File: config.mk
export PLATFORM = sky130hd
export DESIGN_NAME = dpu_opnd_stage
export DESIGN_NICKNAME = d
export VERILOG_FILES = /design/src/rtl/dpu_opnd_stage.sv
export SDC_FILE = /design/constraint.sdc
export NUM_CORES = 1
export LEC_CHECK = 0
export CAP_MARGIN = 20
export CORE_AREA = 2 2 174 176
export DETAILED_ROUTE_END_ITERATION = 8
export DIE_AREA = 0 0 176 178
export PLACE_DENSITY = 0.58
export SLEW_MARGIN = 20
export SYNTH_ARGS = -nofsm -noshare
export SYNTH_HDL_FRONTEND = slang
export SYNTH_SLANG_ARGS = --single-unit
export TNS_END_PERCENT = 1
File: constraint.sdc
create_clock -name clk_i -period 4.85 [get_ports clk_i]
set_input_delay 1.455 -clock clk_i [delete_from_list [all_inputs] [get_ports clk_i]]
set_output_delay 1.455 -clock clk_i [all_outputs]
set_load 0.005 [all_outputs]
File: src/rtl/dpu_opnd_stage.sv
// Operand-fetch stage: RF read, writeback forwarding, busy scoreboard for
// RAW/WAW stalls, and a registered valid/ready packet toward execute.

`ifndef XLEN
`define XLEN 32
`endif
`ifndef RF_ADDR_WIDTH
`define RF_ADDR_WIDTH 5
`endif
`ifndef RF_DEPTH
`define RF_DEPTH 32
`endif

module dpu_opnd_stage #(
   parameter int CTRL_W = 32
) (
   input  logic                      clk_i,
   input  logic                      rst_i,
   input  logic                      dec2opd_vld_i,
   output logic                      opd2dec_rdy_o,
   input  logic                      dec2opd_rs1_en_i,
   input  logic                      dec2opd_rs2_en_i,
   input  logic [`RF_ADDR_WIDTH-1:0] dec2opd_rs1_addr_i,
   input  logic [`RF_ADDR_WIDTH-1:0] dec2opd_rs2_addr_i,
   input  logic                      dec2opd_rd_en_i,
   input  logic [`RF_ADDR_WIDTH-1:0] dec2opd_rd_addr_i,
   input  logic [CTRL_W-1:0]         dec2opd_ctrl_i,
   output logic                      opd2rf_re1_o,
   output logic                      opd2rf_re2_o,
   output logic [`RF_ADDR_WIDTH-1:0] opd2rf_raddr1_o,
   output logic [`RF_ADDR_WIDTH-1:0] opd2rf_raddr2_o,
   input  logic [`XLEN-1:0]          rf2opd_rs1_i,
   input  logic [`XLEN-1:0]          rf2opd_rs2_i,
   input  logic                      wb_wr0_i,
   input  logic [`RF_ADDR_WIDTH-1:0] wb_waddr0_i,
   input  logic [`XLEN-1:0]          wb_wdata0_i,
   input  logic                      wb_wr1_i,
   input  logic [`RF_ADDR_WIDTH-1:0] wb_waddr1_i,
   input  logic [`XLEN-1:0]          wb_wdata1_i,
   output logic                      opd2exu_vld_o,
   input  logic                      exu2opd_rdy_i,
   output logic [`XLEN-1:0]          opd2exu_rs1_o,
   output logic [`XLEN-1:0]          opd2exu_rs2_o,
   output logic                      opd2exu_rd_en_o,
   output logic [`RF_ADDR_WIDTH-1:0] opd2exu_rd_addr_o,
   output logic [CTRL_W-1:0]         opd2exu_ctrl_o
);

   localparam int AW    = `RF_ADDR_WIDTH;
   localparam int XW    = `XLEN;
   localparam int DEPTH = `RF_DEPTH;

   // Writeback hit on a write port; x0 never hits since it is hardwired zero.
   function automatic logic wb_hit(input logic wr, input logic [AW-1:0] waddr,
                                   input logic [AW-1:0] a);
      return wr & (waddr == a) & (a != '0);
   endfunction

   // Port 1 beats port 0 because it is the RF's last-written value.
   function automatic logic [XW-1:0] resolve(input logic en, input logic [AW-1:0] a,
                                             input logic h0, input logic h1,
                                             input logic [XW-1:0] d0, input logic [XW-1:0] d1,
                                             input logic [XW-1:0] rf_data);
      if (!en || a == '0) return '0;
      else if (h1)        return d1;
      else if (h0)        return d0;
      else                return rf_data;
   endfunction

   logic [DEPTH-1:0]  busy_q, busy_d;
   logic              vld_q, vld_d;
   logic [XW-1:0]     rs1_q, rs1_d, rs2_q, rs2_d;
   logic              rd_en_q, rd_en_d;
   logic [AW-1:0]     rd_addr_q, rd_addr_d;
   logic [CTRL_W-1:0] ctrl_q, ctrl_d;

   logic h0_rs1, h1_rs1, h0_rs2, h1_rs2, h0_rd, h1_rd;
   logic raw1, raw2, waw, space, issue;
   logic [XW-1:0] rs1_res, rs2_res;

   // RF read ports pass straight through from decode.
   assign opd2rf_re1_o    = dec2opd_vld_i & dec2opd_rs1_en_i;
   assign opd2rf_re2_o    = dec2opd_vld_i & dec2opd_rs2_en_i;
   assign opd2rf_raddr1_o = dec2opd_rs1_addr_i;
   assign opd2rf_raddr2_o = dec2opd_rs2_addr_i;

   // Hazard detection, forwarding and the accept decision.
   always_comb begin
      h0_rs1 = wb_hit(wb_wr0_i, wb_waddr0_i, dec2opd_rs1_addr_i);
      h1_rs1 = wb_hit(wb_wr1_i, wb_waddr1_i, dec2opd_rs1_addr_i);
      h0_rs2 = wb_hit(wb_wr0_i, wb_waddr0_i, dec2opd_rs2_addr_i);
      h1_rs2 = wb_hit(wb_wr1_i, wb_waddr1_i, dec2opd_rs2_addr_i);
      h0_rd  = wb_hit(wb_wr0_i, wb_waddr0_i, dec2opd_rd_addr_i);
      h1_rd  = wb_hit(wb_wr1_i, wb_waddr1_i, dec2opd_rd_addr_i);
      // A writeback landing this cycle releases the hazard (forwarded data).
      raw1 = dec2opd_rs1_en_i & (dec2opd_rs1_addr_i != '0) & busy_q[dec2opd_rs1_addr_i]
             & !(h0_rs1 | h1_rs1);
      raw2 = dec2opd_rs2_en_i & (dec2opd_rs2_addr_i != '0) & busy_q[dec2opd_rs2_addr_i]
             & !(h0_rs2 | h1_rs2);
      waw  = dec2opd_rd_en_i & (dec2opd_rd_addr_i != '0) & busy_q[dec2opd_rd_addr_i]
             & !(h0_rd | h1_rd);
      space         = !vld_q | exu2opd_rdy_i;
      opd2dec_rdy_o = space & !raw1 & !raw2 & !waw;
      issue         = dec2opd_vld_i & opd2dec_rdy_o;
      rs1_res = resolve(dec2opd_rs1_en_i, dec2opd_rs1_addr_i, h0_rs1, h1_rs1,
                        wb_wdata0_i, wb_wdata1_i, rf2opd_rs1_i);
      rs2_res = resolve(dec2opd_rs2_en_i, dec2opd_rs2_addr_i, h0_rs2, h1_rs2,
                        wb_wdata0_i, wb_wdata1_i, rf2opd_rs2_i);
   end

   // Scoreboard next state: clear on writeback, then set on issue (set wins).
   always_comb begin
      busy_d = busy_q;
      if (wb_wr0_i) busy_d[wb_waddr0_i] = 1'b0;
      if (wb_wr1_i) busy_d[wb_waddr1_i] = 1'b0;
      if (issue && dec2opd_rd_en_i && dec2opd_rd_addr_i != '0)
         busy_d[dec2opd_rd_addr_i] = 1'b1;
      busy_d[0] = 1'b0;
   end

   // Output packet: load on issue, drop valid on accept, otherwise hold.
   always_comb begin
      vld_d     = vld_q;
      rs1_d     = rs1_q;
      rs2_d     = rs2_q;
      rd_en_d   = rd_en_q;
      rd_addr_d = rd_addr_q;
      ctrl_d    = ctrl_q;
      if (issue) begin
         vld_d     = 1'b1;
         rs1_d     = rs1_res;
         rs2_d     = rs2_res;
         rd_en_d   = dec2opd_rd_en_i;
         rd_addr_d = dec2opd_rd_addr_i;
         ctrl_d    = dec2opd_ctrl_i;
      end else if (exu2opd_rdy_i) begin
         vld_d = 1'b0;
      end
   end

   // State registers with synchronous reset.
   always_ff @(posedge clk_i) begin
      if (rst_i) begin
         busy_q    <= '0;
         vld_q     <= 1'b0;
         rs1_q     <= '0;
         rs2_q     <= '0;
         rd_en_q   <= 1'b0;
         rd_addr_q <= '0;
         ctrl_q    <= '0;
      end else begin
         busy_q    <= busy_d;
         vld_q     <= vld_d;
         rs1_q     <= rs1_d;
         rs2_q     <= rs2_d;
         rd_en_q   <= rd_en_d;
         rd_addr_q <= rd_addr_d;
         ctrl_q    <= ctrl_d;
      end
   end

   assign opd2exu_vld_o     = vld_q;
   assign opd2exu_rs1_o     = rs1_q;
   assign opd2exu_rs2_o     = rs2_q;
   assign opd2exu_rd_en_o   = rd_en_q;
   assign opd2exu_rd_addr_o = rd_addr_q;
   assign opd2exu_ctrl_o    = ctrl_q;

endmodule
==> results.yml <==
outcome:
  status: "finished clean"
route:
  routed_wl_um: 35540
  drc: 0
  antenna_left: 0
  dr.pass1.iters: 7
  detailroute.via_count: 8964
  drtIter0Drc: 583
  wl_per_cell_um: 20.53
  via_per_inst: 5.179
sta:
  setup_tns_ns: 0
  maxSlewViolCount: 0
  min_period_ns: 4.773
  finalHoldViolations: 0
  min_period_over_period_pct: 98.40
  rsz0062_at_grt: "no"
  setup_slack_ns: 0.07750
  finalClockSkew_ns: 0.02019
  max_freq_mhz: 209.5
  max_slew_margin_pct: 45.95
  worstMarginPinSlew_ns: 0.8107
  setup_viol: 0
finish:
  syn2layout_area_growth_pct: 52.50
  finalNetCount: 1520
  drive_gt1_share_pct: 13.59
  fin_util_pct: 45.38
  instances_no_fill: 1731
  n_fill_cell: 2855
  multiInputGateArea_um2: 5569
  regArea_um2: 2683
global_routing:
  grt_pass1_vias: 8874
  overflow: 0
  use_met3_pct: 6.991
  antenna_found_initial: 1
  met1_usage_pct: 27.35
  grt_max_degree: 65
  busiest_layer: "met2"
  grtUsageMet2_pct: 36.61
  grt_pass1_wl_um: 52850
  grt_use_total_pct: 22.18
synth:
  yosysWarnings: 0
  avgSynthCellArea_um2: 8.732
  synthesis.nets: 1196
  synth_seq_cells: 134
  synth_edf_count: 0
  synth_seq_area_share_pct: 30.66
  async_flop_share_pct: 0
  ys_types: 57
  syn_area_um2: 8750
  synthCells: 1002
  ys.flop_type: "dfxtp_1"
floorplan:
  core_um2: 29400
  fp.dieW_um: 176
  start_util_pct: 29.76
  std_cell_rows: 63
  die_h_um: 178
  ios: 310
  die_area_um2: 31330
hold_path:
  holdPathStages: 2
  worstHoldPathType: "reg2reg"
  holdPathEnd: "opd2exu_rs1_o[16]"
  hold_start: "opd2exu_rs1_o[16]"
power:
  p_total_mw: 3.270
  power.density_nw_per_um2: 245.1
  power_leakage_nw: 5.131
  ir_worst_vdd_v: 0.0002048
clock_tree:
  path_clk_slew_ns: 0.06
  cts_tree: "built"
  htreeDepth: 4
  cts_sinks: 134
  cts-root-buf: "clkbuf_16"
  clock_path_buffers: 2
  clk-insertion-delay-late_ns: 0.43
  tritoncts.num_buffers: 17
worst_setup_path:
  crit_arrival_ns: 3.32
  worstReg2RegEnd: "busy_q[10]"
  start_kind: "input port"
  reg2reg_from: "busy_q[17]"
  r2r_slack_ns: 1.99
  worstPathMaxFanout: 7
  reg2reg_depth: 9
  required_ns: 3.39
  crit_type: "in2out"
  cp-end-kind: "primary output"
place:
  portBuffers: 309
  preCtsSetupSlack_ns: -0.7134
  dp.cells: 1691
  gp_congestion: 0.9250
  post-dp-hpwl_um: 25790
flow_run:
  cap_viol_max_count: 0
## logic make-up after synthesis
family	synth area share [%]
AO/OA/AOI/OAI	18.45
XOR/XNOR	3.003
buffers and inverters	7.050
flip-flops	30.66
multiplexers	20.71
AND/OR/NAND/NOR	20.13
## layout make-up
class | instances | area share (%)
multi-input combinational | 750 | 41.74
timing repair buffer | 417 | 29.95
sequential | 134 | 20.11
tap | 390 | 3.657
clock buffer | 19 | 3.320
clock inverter | 13 | 1.022
inverter | 6 | 0.1688
antenna | 2 | 0.03751
## metal layers
metal,vias to the layer above,part of all wire (%)
met5,-,0
met4,0,2.6
met3,54,8.3
met2,377,47
met1,4235,42
li1,4298,-
## state kept, by name, indices dropped and copies added, names as in the netlist
register	count
opd2exu_vld_o	1
opd2exu_rd_en_o	1
opd2exu_rs2_o	32
opd2exu_rs1_o	32
opd2exu_ctrl_o	32
busy_q	31
opd2exu_rd_addr_o	5
## power breakdown
group	switching (mW)	internal [mW]	total, mW
sequential	0.0268	1.15	1.18
combinational	0.351	0.431	0.783
clock	0.575	0.736	1.31
## per-stage QoR
step	instance area [um2]	hold slack [ns]
global route	13340	0.4913
finish	13340	0.4743
floorplan	8750	0.4682
global placement	12610	0.4594
CTS	13280	0.4750
detailed placement	12610	0.4646
## critical path, stage by stage
cell and delay (ns):
dlygate4sd2_1 0.24, buf_6 0.14, buf_6 0.13, mux2i_1 0.11, mux2_4 0.27, o211ai_1 0.20, o2111ai_2 0.16, o22a_2 0.30
and3_4 0.16, buf_4 0.14
## repair_timing
item / CTS / global route
pin swaps: 6 / 6
resized for setup: 29 / 14
setup buffers: 3 / 1
setup endpoints to repair: 1 / 1
cloned: 2 / 0
hold buffers: 0 / 0
## how the worst max path moves through the flow
stage                               start            end  slack, ns
global route        dec2opd_rs2_addr_i[0]  opd2dec_rdy_o      0.006
floorplan           dec2opd_rs1_addr_i[0]  opd2dec_rdy_o       0.18
finish              dec2opd_rs1_addr_i[0]  opd2dec_rdy_o       0.08
global placement     dec2opd_rd_addr_i[1]  opd2dec_rdy_o      -0.66
CTS                  dec2opd_rd_addr_i[1]  opd2dec_rdy_o       0.01
detailed placement   dec2opd_rd_addr_i[1]  opd2dec_rdy_o      -0.71
## synthesized netlist by cell type (24+ instances only)
| library cell | n | share of area [%] |
|---|---|---|
| a211o_1 | 64 | 6.4 |
| nor2_1 | 87 | 3.7 |
| nand3b_1 | 33 | 2.8 |
| o21ai_0 | 34 | 1.9 |
| a21oi_1 | 39 | 2.2 |
| mux2i_1 | 154 | 18 |
| nand2b_1 | 71 | 5.1 |
| nand3_1 | 50 | 2.9 |
| nand2_1 | 29 | 1.2 |
| buf_2 | 24 | 1.4 |
| clkbuf_1 | 58 | 2.5 |
| a22oi_1 | 30 | 2.6 |
| dfxtp_1 | 134 | 31 |
## placed cells by master, fill, tap and decap left out, types with 4 or more instances in the layout
master           count
inv_6                4
a22oi_1             30
mux2i_1            153
and3_1               6
mux4_2              10
nor2_1              87
nand2_1             28
nor3_1               5
nor3b_1              8
nor3_2               4
nand4_1              5
nand2b_1            71
dfxtp_1            134
nor2b_1              5
buf_4               94
clkbuf_16           17
buf_6                7
xnor2_1             14
inv_1                6
a21oi_1             39
nand3b_1            33
o31ai_1             23
o21ai_1             10
buf_12               6
clkdlybuf4s50_1    296
o21ai_0             34
and3b_1              4
nand3_1             50
xor2_1              16
dlygate4sd2_1        7
a211o_1             64
No activity file was read; power rests on OpenSTA's default activity.
